`src/rtl/fp_normalize_pack_pkg.sv`:
```
// Shared FPA definitions: field widths, exponent limits, packed-float layout
// and the result classification used between the normalize stages.
package fp_normalize_pack_pkg;

    localparam int unsigned MANT_W = 24;
    localparam int unsigned SUM_W  = 25;
    localparam int unsigned FP_W   = 32;

    localparam logic [7:0] EXP_MAX        = 8'hFF;
    localparam logic [7:0] EXP_OVF_THRESH = 8'd254;

    localparam int unsigned FP_SIGN_BIT = 31;
    localparam int unsigned FP_EXP_HI   = 30;
    localparam int unsigned FP_EXP_LO   = 23;
    localparam int unsigned FP_FRAC_HI  = 22;

    typedef enum logic [1:0] {
        CLS_NORMAL,
        CLS_ZERO,
        CLS_OVERFLOW,
        CLS_UNDERFLOW
    } res_class_e;

    function automatic logic [FP_W-1:0] pack_fp(input logic sign,
                                                input logic [7:0] exp,
                                                input logic [FP_FRAC_HI:0] frac);
        logic [FP_W-1:0] word;
        word = '0;
        word[FP_SIGN_BIT]           = sign;
        word[FP_EXP_HI:FP_EXP_LO]   = exp;
        word[FP_FRAC_HI:0]          = frac;
        return word;
    endfunction

endpackage

```
`src/rtl/fp_lzc24.sv`:
```
// Combinational 24-bit leading-zero counter; returns 24 for an all-zero word.
module fp_lzc24
    import fp_normalize_pack_pkg::*;
(
    input  logic [MANT_W-1:0] din,
    output logic [4:0]        count
);

    // Scan upward so the highest set bit writes last and wins.
    always_comb begin
        count = 5'd24;
        for (int unsigned i = 0; i < MANT_W; i++) begin
            if (din[i]) count = 5'(MANT_W - 1 - i);
        end
    end

endmodule

```
`src/rtl/fp_normalize_pack.sv`:
```
// Four-stage normalize/pack back end of the FP adder: classify+LZC, shift,
// exponent adjust with overflow/underflow, then IEEE-754 single packing.
module fp_normalize_pack
    import fp_normalize_pack_pkg::*;
#(
    parameter int unsigned LATENCY = 4
) (
    input  logic             clk,
    input  logic             rst_n,
    input  logic             IN_VALID,
    input  logic             SUM_SIGN,
    input  logic [SUM_W-1:0] SUM_MANTISSA,
    input  logic [7:0]       SUM_EXPONENT,
    output logic             OUT_VALID,
    output logic [FP_W-1:0]  FP_RESULT,
    output logic             OUT_OVERFLOW,
    output logic             OUT_UNDERFLOW,
    output logic             OUT_ZERO
);

    logic [LATENCY-1:0] vld;

    // Stage 1: classify and count leading zeros
    logic [4:0]        lzc_count;
    logic              s1_sign, s1_c, s1_z;
    logic [SUM_W-1:0]  s1_mant;
    logic [7:0]        s1_exp;
    logic [4:0]        s1_l;

    fp_lzc24 u_lzc (
        .din   (SUM_MANTISSA[MANT_W-1:0]),
        .count (lzc_count)
    );

    always_ff @(posedge clk or negedge rst_n) begin
        if (!rst_n) begin
            vld     <= '0;
            s1_sign <= 1'b0;
            s1_c    <= 1'b0;
            s1_z    <= 1'b0;
            s1_mant <= '0;
            s1_exp  <= '0;
            s1_l    <= '0;
        end else begin
            vld     <= {vld[LATENCY-2:0], IN_VALID};
            s1_sign <= SUM_SIGN;
            s1_c    <= SUM_MANTISSA[SUM_W-1];
            s1_z    <= (SUM_MANTISSA == '0);
            s1_mant <= SUM_MANTISSA;
            s1_exp  <= SUM_EXPONENT;
            s1_l    <= lzc_count;
        end
    end

    // Stage 2: single-level variable shift, truncating
    logic [SUM_W-1:0]  shifted;
    logic              s2_sign, s2_c, s2_z;
    logic [MANT_W-1:0] s2_mant;
    logic [7:0]        s2_exp;
    logic [4:0]        s2_l;

    always_comb begin
        shifted = s1_c ? (s1_mant >> 1) : (s1_mant << s1_l);
    end

    always_ff @(posedge clk or negedge rst_n) begin
        if (!rst_n) begin
            s2_sign <= 1'b0;
            s2_c    <= 1'b0;
            s2_z    <= 1'b0;
            s2_mant <= '0;
            s2_exp  <= '0;
            s2_l    <= '0;
        end else begin
            s2_sign <= s1_sign;
            s2_c    <= s1_c;
            s2_z    <= s1_z;
            s2_mant <= shifted[MANT_W-1:0];
            s2_exp  <= s1_exp;
            s2_l    <= s1_l;
        end
    end

    // Stage 3: exponent adjust; exp - L wraps mod 1024 so bit 9 flags a borrow
    logic [9:0]        e_adj;
    res_class_e        cls;
    logic              s3_sign;
    logic [7:0]        s3_exp;
    logic [FP_FRAC_HI:0] s3_frac;
    res_class_e        s3_cls;

    always_comb begin
        e_adj = {2'b00, s2_exp} + (s2_c ? 10'd1 : (10'd0 - {5'd0, s2_l}));
        cls   = CLS_NORMAL;
        if (s2_z)
            cls = CLS_ZERO;
        else if (s2_c && (s2_exp >= EXP_OVF_THRESH))
            cls = CLS_OVERFLOW;
        else if (!s2_c && (e_adj[9] || (e_adj[8:0] == '0)))
            cls = CLS_UNDERFLOW;
    end

    always_ff @(posedge clk or negedge rst_n) begin
        if (!rst_n) begin
            s3_sign <= 1'b0;
            s3_exp  <= '0;
            s3_frac <= '0;
            s3_cls  <= CLS_ZERO;
        end else begin
            s3_sign <= s2_sign;
            s3_exp  <= e_adj[7:0];
            s3_frac <= s2_mant[FP_FRAC_HI:0];
            s3_cls  <= cls;
        end
    end

    // Stage 4: pack; bubbles drive the result and every flag to zero
    logic [FP_W-1:0] pack_word;
    logic            pack_ovf, pack_unf, pack_zero;

    always_comb begin
        pack_word = '0;
        pack_ovf  = 1'b0;
        pack_unf  = 1'b0;
        pack_zero = 1'b0;
        if (vld[LATENCY-2]) begin
            unique case (s3_cls)
                CLS_ZERO:      pack_zero = 1'b1;
                CLS_OVERFLOW: begin
                    pack_word = pack_fp(s3_sign, EXP_MAX, '0);
                    pack_ovf  = 1'b1;
                end
                CLS_UNDERFLOW: begin
                    pack_word = pack_fp(s3_sign, 8'd0, '0);
                    pack_unf  = 1'b1;
                end
                default:       pack_word = pack_fp(s3_sign, s3_exp, s3_frac);
            endcase
        end
    end

    always_ff @(posedge clk or negedge rst_n) begin
        if (!rst_n) begin
            FP_RESULT     <= '0;
            OUT_OVERFLOW  <= 1'b0;
            OUT_UNDERFLOW <= 1'b0;
            OUT_ZERO      <= 1'b0;
        end else begin
            FP_RESULT     <= pack_word;
            OUT_OVERFLOW  <= pack_ovf;
            OUT_UNDERFLOW <= pack_unf;
            OUT_ZERO      <= pack_zero;
        end
    end

    assign OUT_VALID = vld[LATENCY-1];

endmodule
```
`config.mk`:
```
export PLATFORM = sky130hd
export DESIGN_NAME = fp_normalize_pack
export DESIGN_NICKNAME = d
export VERILOG_FILES = /design/src/rtl/fp_normalize_pack_pkg.sv /design/src/rtl/fp_lzc24.sv /design/src/rtl/fp_normalize_pack.sv
export SDC_FILE = /design/constraint.sdc
export NUM_CORES = 1
export LEC_CHECK = 0
export CAP_MARGIN = 20
export CORE_ASPECT_RATIO = 0.9
export CORE_MARGIN = 2
export CORE_UTILIZATION = 50
export CTS_CLUSTER_DIAMETER = 30
export DETAILED_ROUTE_END_ITERATION = 6
export MAX_ROUTING_LAYER = met4
export PLACE_DENSITY_LB_ADDON = 0.08
export SLEW_MARGIN = 30
export SYNTH_ARGS = -nofsm -noshare
export SYNTH_HDL_FRONTEND = slang
export SYNTH_HIERARCHICAL = 1
export SYNTH_SLANG_ARGS = --single-unit
```
`constraint.sdc`:
```
create_clock -name clk -period 3.7 [get_ports clk]
set_input_delay 0.74 -clock clk [delete_from_list [all_inputs] [get_ports clk]]
set_output_delay 0.74 -clock clk [all_outputs]
set_load 0.01 [all_outputs]
```
==> After elaboration in Yosys (flattened, before gate mapping) <==
Cells that the tools add are included.
{ "word_totals": {"reg_bits": 153, "wordCells": 71, "output_inout_bits": 36, "input_bits": 37} }
{ "op_classes": {"n_shift": 1, "magnitude_cmp": 1, "n_reduce_logical": 6, "add_sub_neg": 2, "mux": 37, "eq_ne": 3} }
{ "op_table": {"columns": ["op", "n"], "rows": [
  ["$pmux 32 s3", 1],
  ["$mux 5", 16],
  ["$mux 32", 1],
  ["$mux 4", 8],
  ["$logic_not 25->1", 1],
  ["$shl 25x5->23", 1],
  ["$mux 23", 1],
  ["$add 8x10->10", 1],
  ["$mux 10", 1],
  ["$logic_not 9->1", 1],
  ["$ge 8x8->1 const B", 1],
  ["$mux 1", 6],
  ["$mux 2", 3],
  ["$sub 1x5->6 const A", 1],
  ["$eq 2x2->1 const B", 2],
  ["$eq 2x1->1 const B", 1],
  ["$logic_and 1x1->1", 2],
  ["$logic_not 1->1", 1],
  ["$logic_or 1x1->1", 1]
]} }

==> Longest topological paths before layout <==
Gate-level depths: netlist (run 1).
{ "depth": {"word_depth": 24, "ltp_mapped": 12} }

==> Modules after synthesis <==
Netlist (run 1), hierarchy kept.
{ "modules_own_cells": {"columns": ["module", "cells_per_inst", "instances", "area_per_inst_um2"], "rows": [
  ["fp_normalize_pack", 422, 1, 5878.1],
  ["fp_lzc24", 48, 1, 265.3]
]} }

==> Worst setup path after synthesis (run 1) <==
Ideal clock, no wire load.
{ "synth_timing": {"path_kind": "flip-flop to flip-flop", "start": "reg s2_l[0]", "end": "reg s3_cls[1]", "setup_time_ns": 0.095, "slack_ns": 0.872, "t_required_ns": 3.605, "period_less_slack_ns": 2.828, "stages_incl_launch_ff": 11, "t_arrival_ns": 2.733, "path_buffers": 0, "path_cell_list": "dfrtp_1 -> or4_4 -> nor2_1 -> nor2_1 -> ha_1 -> a21o_1 -> or3_1 -> o22a_1 -> xnor2_1 -> a41oi_2 -> o31ai_1"} }
{ "synth_via": {"elab_chain_len": 9} }
{ "synth_rtl": {"columns": ["item", "line", "source"], "rows": [
  ["start, declared", "fp_normalize_pack.sv:60", "logic [4:0] s2_l;"],
  ["start signal, assigned", "fp_normalize_pack.sv:80", "s2_l <= s1_l;"],
  ["$sub 1x5->6 (*)", "fp_normalize_pack.sv:93", "e_adj = {2'b00, s2_exp} + (s2_c ? 10'd1 : (10'd0 - {5'd0, s2_l}));"],
  ["$mux 10 (*)", "fp_normalize_pack.sv:93", null],
  ["$add 8x10->10 (*)", "fp_normalize_pack.sv:93", null],
  ["$logic_not 9->1", "fp_normalize_pack.sv:99", "else if (!s2_c && (e_adj[9] || (e_adj[8:0] == '0)))"],
  ["$logic_or 1x1->1 (*)", "fp_normalize_pack.sv:99", null],
  ["$logic_and 1x1->1 (*)", "fp_normalize_pack.sv:99", null],
  ["$mux 2 (*)", "fp_normalize_pack.sv:99", null],
  ["$mux 2 (*)", "fp_normalize_pack.sv:97", "else if (s2_c && (s2_exp >= EXP_OVF_THRESH))"],
  ["$mux 2 (*)", "fp_normalize_pack.sv:95", "if (s2_z)"],
  ["net cls[1]", "fp_normalize_pack.sv:86", "res_class_e cls;"],
  ["end signal, assigned", "fp_normalize_pack.sv:113", "s3_cls <= cls;"],
  ["end, declared", "fp_normalize_pack.sv:90", "res_class_e s3_cls;"]
]} }
The timed path passes the listed nets; every way through them passes the cells marked *.

==> Worst setup path in the final report (run 1) <==
Same ends and word-level chain as after synthesis.

==> metrics.md, run 1 <==
| Metric | Value |
|---|---|
| Synth Register Bits | `around 150` |
| GR Overflow Total | `0` |
| Async set-reset flop share out of synthesis | `1.00` |
| Synth Cell Area | `between 0.006 and 0.007 mm²` |
| Antenna Diode Count | `0` |
| Cells after Synth | `470` |
| Starting density of the core | `0.511` |
| Die Footprint | `between 0.01 and 0.015 mm²` |
| Crit. Startpoint | `s2_l[0]` |
| Number of global-route vias before repair | `between 3000 and 4000` |
| Worst Tran Pin Value | `between 800 and 900 ps` |
| Num ports | `73` |
| Setup Buffers After CTS | `0` |
| Layout cells sized above 1 | `0.0903` |
| Start of the worst register-to-register path | `s2_l[0]` |
| Share of the yosys chip area belonging to registers | `0.619` |
| Fmax | `roughly 320 MHz` |
| Crit path max-delay family | `simple AND/OR/NAND/NOR gates` |
| Max stage delay on crit path | `between 500 and 600 ps` |
| Final ANT Viol Nets | `0` |
| Fin. max-slew vios | `0` |
| Post-cts sizing count | `0` |
| Lkg Pwr | `0.00327 µW` |
| Skew final | `between 9 and 10 ps` |
| DRC | `0` |
| Setup crit start kind | `register` |
| # hold bufs at CTS | `0` |
| Post-route insts no fill | `between 700 and 800` |
| TNS Setup | `0 ps` |
| Initial antenna violation count | `0` |
| Worst Path Buf+Inv | `0` |
| Global Route Usage Sum | `0.193` |
| Final Setup Violations | `0` |
| Worst VDD drop | `~0.00029 V` |
| Cell variety after synth | `52` |
| DP Cell Count | `683` |
| Cell type with the largest total area after synthesis | `dfrtp_1` |
| First-pass GRT wire length | `18500 µm` |
| HPWL after detailed placement | `7830 µm` |
| Largest net degree at the start of global routing | `100` |
| IO buf count | `between 70 and 80` |
| Wire per inst | `about 16 µm` |
| Outcome | `completed` |
| First-pass DRT Iterations | `4` |
| Top cells by area, synth | `dfrtp_1 62%, mux4_1 4.3%, mux2i_1 4.2%, nor2_1 3.2%, and2_1 2.3%` |
| Tmin final | `between 3000 and 4000 ps` |
| Clk sinks | `around 150` |
| Worst EP required | `approximately 4000 ps` |
| Final core occ | `0.628` |
| Final-report hold violation count | `0` |
| Unrepaired setup endpoints after global routing | `false` |
| Launch point of the worst hold path | `s1_exp[3]` |
| Nets | `590` |
| CTS tree | `done` |
| Post-synth EDFFs | `0` |
| Synth warnings | `6` |
| # rows | `38` |
| Post-synth top area share | `0.615` |
| Iter 0 DRT Violations | `roughly 220` |
| Max cap viols | `0` |
| Syn_area_per_cell | `~13 µm²` |
| H-tree lvl count | `4` |
| Max FO, Critical Path | `5` |
| Die Wd | `between 100 and 150 µm` |
| Clock transition at the registers of the reported paths | `roughly 60 ps` |
| Syn nets | `between 500 and 600` |
| Critical path, cell by cell | `or4_4 > nor2_1 > nor2_1 > ha_1 > a21o_1 > or3_1 > o22a_1 > xnor2_1 > a41oi_2 > o31ai_1` |
| DIE HEIGHT | `about 110 µm` |
| Final wirelength | `11200 µm` |
| Syn-to-layout area delta | `23.1%` |
| Most used cell, CP | `nor2_1` |
| Clock latency on the worst-skew pair | `~410 ps` |
| Arrival time worst endpoint | `roughly 3400 ps` |
| CP Class | `register to register` |
| Worst min path class | `register to register` |
| Root Driver | `clkbuf_16` |
| Via-to-Cell Ratio | `approximately 5.3` |
| Clock Path Buffers | `2` |
| Num CTS Buffers | `17` |
| Final period util | `0.843` |
| PwrDens | `around 530 mW/mm²` |
| Worst rel slew slack | `0.443` |
| Final RePlAce weighted congestion | `roughly 0.90` |
| Fin Hold WS | `347 ps` |
| Via count | `roughly 3800` |
| Core area | `about 0.012 mm²` |
| Ys flop type | `dfrtp_1` |
| Critical path endpoint category | `register` |
| CP max stage cell | `or4_4` |
## kinds of logic after synthesis
group                      synth area share
adders and majority gates            0.0236
muxes                                 0.107
xor gates and xnor gates             0.0128
DFF                                   0.619
buffers and inverters                0.0265
and+or+nand+nor                       0.121
AOI/OAI and AO/OA                    0.0898
## per-layer routing
layer | GRT usage | vias up | share of wire | wire length [µm]
met5 | - | - | 0 | 0
met2 | 0.272 | 109 | 0.45 | 5030
met4 | 0.0831 | 0 | 0.016 | 178
li1 | - | 1833 | - | -
met3 | 0.0455 | 16 | 0.047 | 529
met1 | 0.268 | 1858 | 0.49 | 5450
## area by class of cell
type                            instances  area (µm²)
Tap cell                              160         200
Clock inverter                         10         118
Inverter                               13        48.8
Sequential cell                       152        3810
Multi-Input combinational cell        283        2180
Fill cell                             953        4470
Clock buffer                           21         450
Timing Repair Buffer                   75         757
## cells in the final DEF, fill, tap and decap left out, types with 5 or more instances in the layout
| cell | count |
|---|---|
| a21oi_1 | 7 |
| dfrtp_1 | 149 |
| nor2b_1 | 11 |
| nor4_1 | 10 |
| inv_1 | 13 |
| mux2i_1 | 26 |
| clkbuf_16 | 17 |
| mux4_1 | 10 |
| ha_1 | 10 |
| and2_1 | 23 |
| nand2_1 | 14 |
| a211oi_1 | 12 |
| a22o_1 | 8 |
| clkdlybuf4s50_1 | 71 |
| mux4_2 | 5 |
| xor2_1 | 6 |
| nor2_1 | 51 |
| nor3_1 | 6 |
| o21ai_0 | 15 |
## metrics by stage
step	setup slack, ps	instance area [µm²]	total power [µW]
6_report	581	7560	4040
5_1_grt	366	7560	4250
4_1_cts	584	7560	4090
3_5_place_dp	604	6990	2420
3_3_place_gp	716	6990	2420
2_1_floorplan	872	6140	2180
## registers in the layout, summed over array words and instances (netlist names)
register	count
FP_RESULT	32
s3_sign	1
s1_mant	24
OUT_OVERFLOW	1
s1_exp	8
s2_z	1
s2_exp	8
s3_exp	8
s2_l	5
s3_cls	2
s2_mant	23
vld	4
OUT_UNDERFLOW	1
s3_frac	23
s1_sign	1
s1_z	1
s1_l	5
s2_sign	1
OUT_ZERO	1
s2_c	1
s1_c	1
## where the power goes
group / switching (µW) / total (µW) / internal [µW]
clock: 641 / 1650 / 1010
sequential: 73.0 / 1880 / 1810
combinational: 249 / 506 / 257
## worst paths after layout
path                             end  cells past startpoint  slack [ps]
setup reg to reg           s3_cls[1]                     10         580
min in group asynchronous    s3_sign                      1         400
max in group asynchronous    s1_l[2]                      2        2510
hold / removal             s2_exp[3]                      0         350
hold reg to reg            s2_exp[3]                      0         350
setup / recovery           s3_cls[1]                     10         580
## cell usage after synthesis (all sizes together) (4+ instances only)
| cell | n |
|---|---|
| a2111oi | 4 |
| a211oi | 12 |
| a21oi | 7 |
| a221o | 4 |
| a22o | 8 |
| a22oi | 4 |
| and2 | 23 |
| buf | 9 |
| clkbuf | 13 |
| dfrtp | 151 |
| ha | 10 |
| inv | 13 |
| mux2i | 26 |
| mux4 | 15 |
| nand2 | 14 |
| nand2b | 4 |
| nand3 | 4 |
| nor2 | 52 |
| nor2b | 12 |
| nor3 | 6 |
| nor4 | 10 |
| o21ai | 17 |
| o21bai | 4 |
| o31ai | 4 |
| xor2 | 6 |
No activity file was read; power rests on OpenSTA's default activity.
==> run 2: changes to the inputs <==
Clock period 3.7 ns to 2.6 ns, I/O delays scaled along.
==> run 2 against run 1 <==
Net effect:
- the run now ends with setup timing left
- combinational power grew 67%
- design area grew 4.4%
- worst hold slack lost 150 ps
- critical path depth is the same
- non-clock buffer count grew 27
- cell count grew 3.8%
- clock power grew 38%
- critical path type unchanged
- critical endpoint unchanged
==> metrics.md, run 2 (synthesis results as in run 1) <==
| Metric | Value |
|---|---|
| Outcome | `finished with violations` |
| Failing checks | `setup timing` |
| Critical path endpoint category | `register` |
| Wire per inst | `15.2 µm (-2.9%)` |
| Fin Hold WS | `194 ps (-153 ps)` |
| Unrepaired setup endpoints after global routing | `true` |
| Root Driver | `clkbuf_16` |
| Antenna Diode Count | `0 (unchanged)` |
| Largest net degree at the start of global routing | `153 (+53%)` |
| Number of global-route vias before repair | `3755 (+1.6%)` |
| Die Wd | `121 µm (unchanged)` |
| Final Setup Violations | `2 (+2)` |
| Tmin final | `2740 ps (-377 ps)` |
| Max cap viols | `0 (unchanged)` |
| Fmax | `365 MHz (+14%)` |
| Num ports | `73 (unchanged)` |
| First-pass GRT wire length | `18500 µm (about the same)` |
| CP Class | `register to register` |
| Worst EP required | `2930 ps (-1080 ps)` |
| Nets | `617 (+4.6%)` |
| First-pass DRT Iterations | `4 (unchanged)` |
| Start of the worst register-to-register path | `s2_l[1]` |
| Layout cells sized above 1 | `0.160 (+0.0698)` |
| Fin. max-slew vios | `0 (unchanged)` |
| Worst rel slew slack | `0.414 (-0.0291)` |
| Final-report hold violation count | `0 (unchanged)` |
| R2R Setup Slk | `-140 ps (-720 ps)` |
| Comb pwr share | `0.146 (+0.021)` |
| Clock Path Buffers | `2 (unchanged)` |
| Worst min path class | `input pin to async pin` |
| NetSw | `1380 µW (+44%)` |
| Cells on worst reg2reg path | `10 (unchanged)` |
| Max FO, Critical Path | `5 (unchanged)` |
| Skew final | `6.87 ps (-2.45 ps)` |
| Sequential power share | `0.460 (-0.006)` |
| Via-to-Cell Ratio | `5.27 (-1.4%)` |
| Clock transition at the registers of the reported paths | `60 ps (about the same)` |
| Iter 0 DRT Violations | `214 (-4.5%)` |
| IO buf count | `72 (unchanged)` |
| Lkg Pwr | `0.00342 µW (+4.5%)` |
| Crit Reg-Reg Endpoint | `s3_cls[1]` |
| Clock latency on the worst-skew pair | `410 ps (about the same)` |
| Initial antenna violation count | `0 (unchanged)` |
| HPWL after detailed placement | `7890 µm (+0.74%)` |
| DRC | `0 (unchanged)` |
| Final RePlAce weighted congestion | `0.894 (-0.95%)` |
| Internal power | `4410 µW (+43%)` |
| Clk sinks | `152 (unchanged)` |
| Starting density of the core | `0.511 (unchanged)` |
| DIE HEIGHT | `109 µm (unchanged)` |
| Final worst slack | `-142 ps (-723 ps)` |
| Final ANT Viol Nets | `0 (unchanged)` |
| Num CTS Buffers | `17 (unchanged)` |
| GR Overflow Total | `0 (unchanged)` |
| Final wirelength | `11300 µm (+0.78%)` |
| Setup crit start kind | `register` |
| PwrDens | `734 mW/mm² (+37%)` |
| CTS tree | `done` |
| Final total power | `5800 µW (+43%)` |
| Syn-to-layout area delta | `28.5%` |
| Global Route Usage Sum | `0.192 (-0.000857)` |
| Final period util | `1.05 (+0.212)` |
| Most common cell after layout, fill and taps aside | `dfrtp_1` |
| Arrival time worst endpoint | `3070 ps (-360 ps)` |
| TNS Setup | `-229 ps (-229 ps)` |
| Worst Tran Pin Value | `879 ps (+43.7 ps)` |
| Largest reg by FF count | `FP_RESULT` |
| Largest regs | `FP_RESULT (32), s1_mant (24)` |
| Switching power share of the total | `0.238 (+0.000329)` |
| Clock power share | `0.394 (-0.015)` |
| # rows | `38 (unchanged)` |
| Commonest non-fill, non-tap cells in the layout | `151 x dfrtp_1, 71 x clkdlybuf4s50_1, 49 x nor2_1` |
| Worst VDD drop | `0.000495 V (+73%)` |
| H-tree lvl count | `4 (unchanged)` |
| Die Footprint | `0.0132 mm² (unchanged)` |
| Via count | `3906 (+2.4%)` |
| Max reg flops | `32 (unchanged)` |
| Core area | `0.0120 mm² (unchanged)` |
==> run 2: cell types whose count changed in the layout (fill, tap and decap cells not counted), sizes merged <==
cell      previous run  this run
buf                  4        31
bufinv               2         1
clkbuf              21        22
clkinv               3         2
clkinvlp             1         3
inv                 17        16
==> run 2: worst max-delay path, cell delays in order (launching register included) <==
cell	delay [ps]
dfrtp_1	380
or4_4	570
nor2_4	150
nor2_4	70
ha_4	240
a21o_1	160
or3_1	320
o22a_1	240
xnor2_2	150
a41oi_2	160
o31ai_2	230
==> run 2: repair_timing <==
action	in CTS	in global routing
setup endpoints to repair	2	2
hold buffers	0	0
resized for setup	5	10
endpoints found under the hold margin	0	0
setup buffers	2	2
pin swaps	11	11
==> run 2: layer usage <==
layer | up-vias | GRT usage | wire length, µm
met1 | 1890 | 0.257 | 5360
met5 | - | - | 0
li1 | 1882 | - | -
met2 | 121 | 0.277 | 5160
met3 | 13 | 0.0612 | 595
met4 | 0 | 0.0714 | 163
==> run 2: layout make-up <==
type / count / area, µm²
multi-input combinational: 283 / 2310
timing repair buffer: 102 / 963
tap: 160 / 200
clock inverter: 9 / 91.3
inverter: 13 / 48.8
clock buffer: 22 / 474
fill: 927 / 4140
sequential: 152 / 3800
==> run 2: worst max path at each step <==
stage,endpoint,depth (start not counted),slack (ps),from
CTS,s3_cls[1],9,-130,s2_l[3]
global placement,s3_cls[1],9,-110,s2_l[1]
global route,s3_cls[1],10,-260,s2_l[1]
finish,s3_cls[1],10,-140,s2_l[1]
detailed placement,s3_cls[1],9,-180,s2_l[1]
floorplan,s3_cls[1],10,-80,s2_l[2]
==> run 2: power by group through the flow <==
stage | Sequential (µW) | Clock (µW) | Combinational [µW]
global placement | 2700 | 0 | 793
detailed placement | 2710 | 0 | 804
CTS | 2670 | 2330 | 821
floorplan | 2700 | 0 | 421
finish | 2670 | 2280 | 847
global route | 2690 | 2450 | 930
==> run 2: metrics by stage <==
step                utilization  cell area [µm²]  cells  setup slack (ps)
floorplan                     -             6190    470             -77.9
global placement          0.599             7210    706              -114
detailed placement        0.599             7210    706              -182
CTS                       0.650             7820    739              -135
global route              0.656             7890    741              -257
finish                    0.656             7890    741              -142
==> run 3: changes to the inputs <==
--- a/config.mk
+++ b/config.mk
@@ -15,2 +15,3 @@
 export PLACE_DENSITY_LB_ADDON = 0.08
+export SETUP_SLACK_MARGIN = 0.4
 export SLEW_MARGIN = 30
==> constraint.sdc (replaced) <==
create_clock -name clk -period 2.6 [get_ports clk]
set_input_delay 0.78 -clock clk [delete_from_list [all_inputs] [get_ports clk]]
set_output_delay 0.78 -clock clk [all_outputs]
set_load 0.01 [all_outputs]
==> run 3 against run 2 <==
Net effect:
- the run still ends with setup timing left
- clock-buffer cell count fell by 2
- clock power about the same
- die area did not move
- routed wire length up 6.5%
- first-iteration DRC count is 18% lower
- critical path depth unchanged
- cell count increased by 0.81%
- global-route usage increased by 1.3 points
- design area is 0.41% higher
- register-to-register slack improved by 60 ps
- via count is 2.1% higher
- maximum frequency increased by 2.1%
==> metrics.md, run 3 (synthesis results as in run 1) <==
| Metric | Value |
|---|---|
| Worst rel slew slack | `0.387 (-0.0267)` |
| Syn-to-layout area delta | `29.0%` |
| Final Setup Violations | `2 (unchanged)` |
| CTS tree | `done` |
| Fillers | `913 (-1.5%)` |
| Max stage delay on crit path | `560 ps (about the same)` |
| Final-report hold violation count | `0 (unchanged)` |
| Antenna Diode Count | `0 (unchanged)` |
| PwrDens | `735 mW/mm² (+0.14%)` |
| Root Driver | `clkbuf_16` |
| Most used cell, CP | `nor2_4` |
| DP Cell Count | `706 (unchanged)` |
| Outcome | `finished with violations` |
| Worst EP required | `2920 ps (about the same)` |
| Arrival time worst endpoint | `3010 ps (-60 ps)` |
| Storage element area | `0.00381 mm² (about the same)` |
| Clock Path Buffers | `2 (unchanged)` |
| IO buf count | `72 (unchanged)` |
| Final worst slack | `-85.4 ps (+56.5 ps)` |
| Skew final | `12.9 ps (+6.03 ps)` |
| Lkg Pwr | `0.00345 µW (+0.89%)` |
| HPWL after detailed placement | `8590 µm (+8.9%)` |
| GR Overflow Total | `0 (unchanged)` |
| Post-route insts no fill | `747 (+0.81%)` |
| Critical path endpoint category | `register` |
| Setup crit start kind | `register` |
| DIE HEIGHT | `109 µm (unchanged)` |
| Final core occ | `0.659 (+0.00270)` |
| Tmin final | `2690 ps (-56.5 ps)` |
| Final ANT Viol Nets | `0 (unchanged)` |
| Core area | `0.0120 mm² (unchanged)` |
| Number of global-route vias before repair | `3956 (+5.4%)` |
| Largest reg by FF count | `FP_RESULT` |
| Clk sinks | `152 (unchanged)` |
| Die Footprint | `0.0132 mm² (unchanged)` |
| Num CTS Buffers | `17 (unchanged)` |
| Worst Tran Pin Value | `919 ps (+40.1 ps)` |
| Failing checks | `setup timing` |
| Fin. max-slew vios | `0 (unchanged)` |
| Critical path, cell by cell | `or4_4 > nor2_4 > nor2_4 > ha_4 > a21o_1 > or3_1 > o22a_1 > xnor2_2 > a41oi_2 > o31ai_1` |
| Worst min path class | `input pin to async pin` |
| Starting density of the core | `0.511 (unchanged)` |
| Commonest non-fill, non-tap cells in the layout | `150 x dfrtp_1, 71 x clkdlybuf4s50_1, 50 x nor2_1` |
| Final period util | `1.03 (-0.0217)` |
| Most common cell after layout, fill and taps aside | `dfrtp_1` |
| Fmax | `372 MHz (+2.1%)` |
| Layout cells sized above 1 | `0.169 (+0.00859)` |
| Nets | `622 (+0.81%)` |
| Initial antenna violation count | `0 (unchanged)` |
| TNS Setup | `-116 ps (+113 ps)` |
| Max FO, Critical Path | `4 (-1)` |
| Clock latency on the worst-skew pair | `420 ps (about the same)` |
| Clock transition at the registers of the reported paths | `60 ps (about the same)` |
| Die Wd | `121 µm (unchanged)` |
| Unrepaired setup endpoints after global routing | `true` |
| Via count | `3987 (+2.1%)` |
| Worst VDD drop | `0.000498 V (+0.63%)` |
| Iter 0 DRT Violations | `176 (-18%)` |
| First-pass GRT wire length | `19600 µm (+6.1%)` |
| Fin Hold WS | `337 ps (+143 ps)` |
| Via-to-Cell Ratio | `5.34 (+1.3%)` |
| Final RePlAce weighted congestion | `0.888 (-0.74%)` |
| # hold bufs at CTS | `0 (unchanged)` |
| Wire per inst | `16.1 µm (+5.7%)` |
| Final wirelength | `12000 µm (+6.5%)` |
| # rows | `38 (unchanged)` |
| Largest net degree at the start of global routing | `68 (-56%)` |
| Area of the multi-input gates | `0.00229 mm² (-0.87%)` |
| Global Route Usage Sum | `0.205 (+0.0128)` |
| Largest regs | `FP_RESULT (32), s1_mant (24)` |
| H-tree lvl count | `4 (unchanged)` |
| Max reg flops | `32 (unchanged)` |
| Max cap viols | `0 (unchanged)` |
| DRC | `0 (unchanged)` |
| First-pass DRT Iterations | `4 (unchanged)` |
| CP Class | `register to register` |
| CP max stage cell | `or4_4` |
| Num ports | `73 (unchanged)` |
==> run 3: critical path: cells and delay by family, from the launching register on <==
| kind | cells | cell delay, ps |
|---|---|---|
| XOR/XNOR | 1 | 150 |
| adder cells (fa/ha/maj) | 1 | 240 |
| AND/OR/NAND/NOR | 4 | 1060 |
| flip-flops | 1 | 380 |
| AO/OA/AOI/OAI | 4 | 750 |
==> run 3: what timing repair did <==
item	CTS	global route
setup buffers	3	6
gates cloned	0	0
pin swaps	8	6
gates resized for setup	8	5
hold endpoints to repair	0	0
setup endpoints to repair	12	11
==> run 3: where the power goes <==
| part | switching, µW | total [µW] | internal, µW | leakage [µW] |
|---|---|---|---|---|
| logic | 406 | 853 | 447 | 0.00132 |
| registers | 97.4 | 2670 | 2580 | 0.00187 |
| clock network | 948 | 2300 | 1350 | 0.000269 |
| total | 1450 | 5830 | 4380 | 0.00345 |
==> run 3: path summary, 6_finish.rpt <==
kind | cells past startpoint | start | to | slack (ps)
worst max register to register | 10 | s2_l[1] | s3_cls[1] | -90
min in group clk | 0 | s1_exp[4] | s2_exp[4] | 350
max in group asynchronous | 2 | rst_n | s1_l[0] | 1580
worst max-delay path | 10 | s2_l[1] | s3_cls[1] | -90
worst min-delay path | 1 | rst_n | vld[2] | 340
worst min register to register | 0 | s1_exp[4] | s2_exp[4] | 350
==> run 3: area by class of cell <==
| class | count | share of cell area |
|---|---|---|
| Clock buffer | 20 | 0.0564 |
| Clock inverter | 12 | 0.0148 |
| Inverter | 13 | 0.00616 |
| Multi-Input combinational cell | 283 | 0.289 |
| Sequential cell | 152 | 0.481 |
| Tap cell | 160 | 0.0253 |
| Timing Repair Buffer | 107 | 0.128 |
==> run 3: per-layer routing <==
metal | wire (µm) | vias to the layer above | global-route usage
met4 | 298 | 0 | 0.0980
met2 | 5450 | 128 | 0.296
met5 | 0 | - | -
li1 | - | 1891 | -
met3 | 602 | 25 | 0.0507
met1 | 5660 | 1943 | 0.273
==> run 3: metrics by stage <==
stage	instance area, µm²	power [µW]	worst slack (ps)
finish	7920	5830	-85.4
global route	7920	6110	-182
detailed placement	7230	3520	-156
global placement	7230	3500	-72.5
floorplan	6210	3130	-77.7
CTS	7850	5870	-62.4
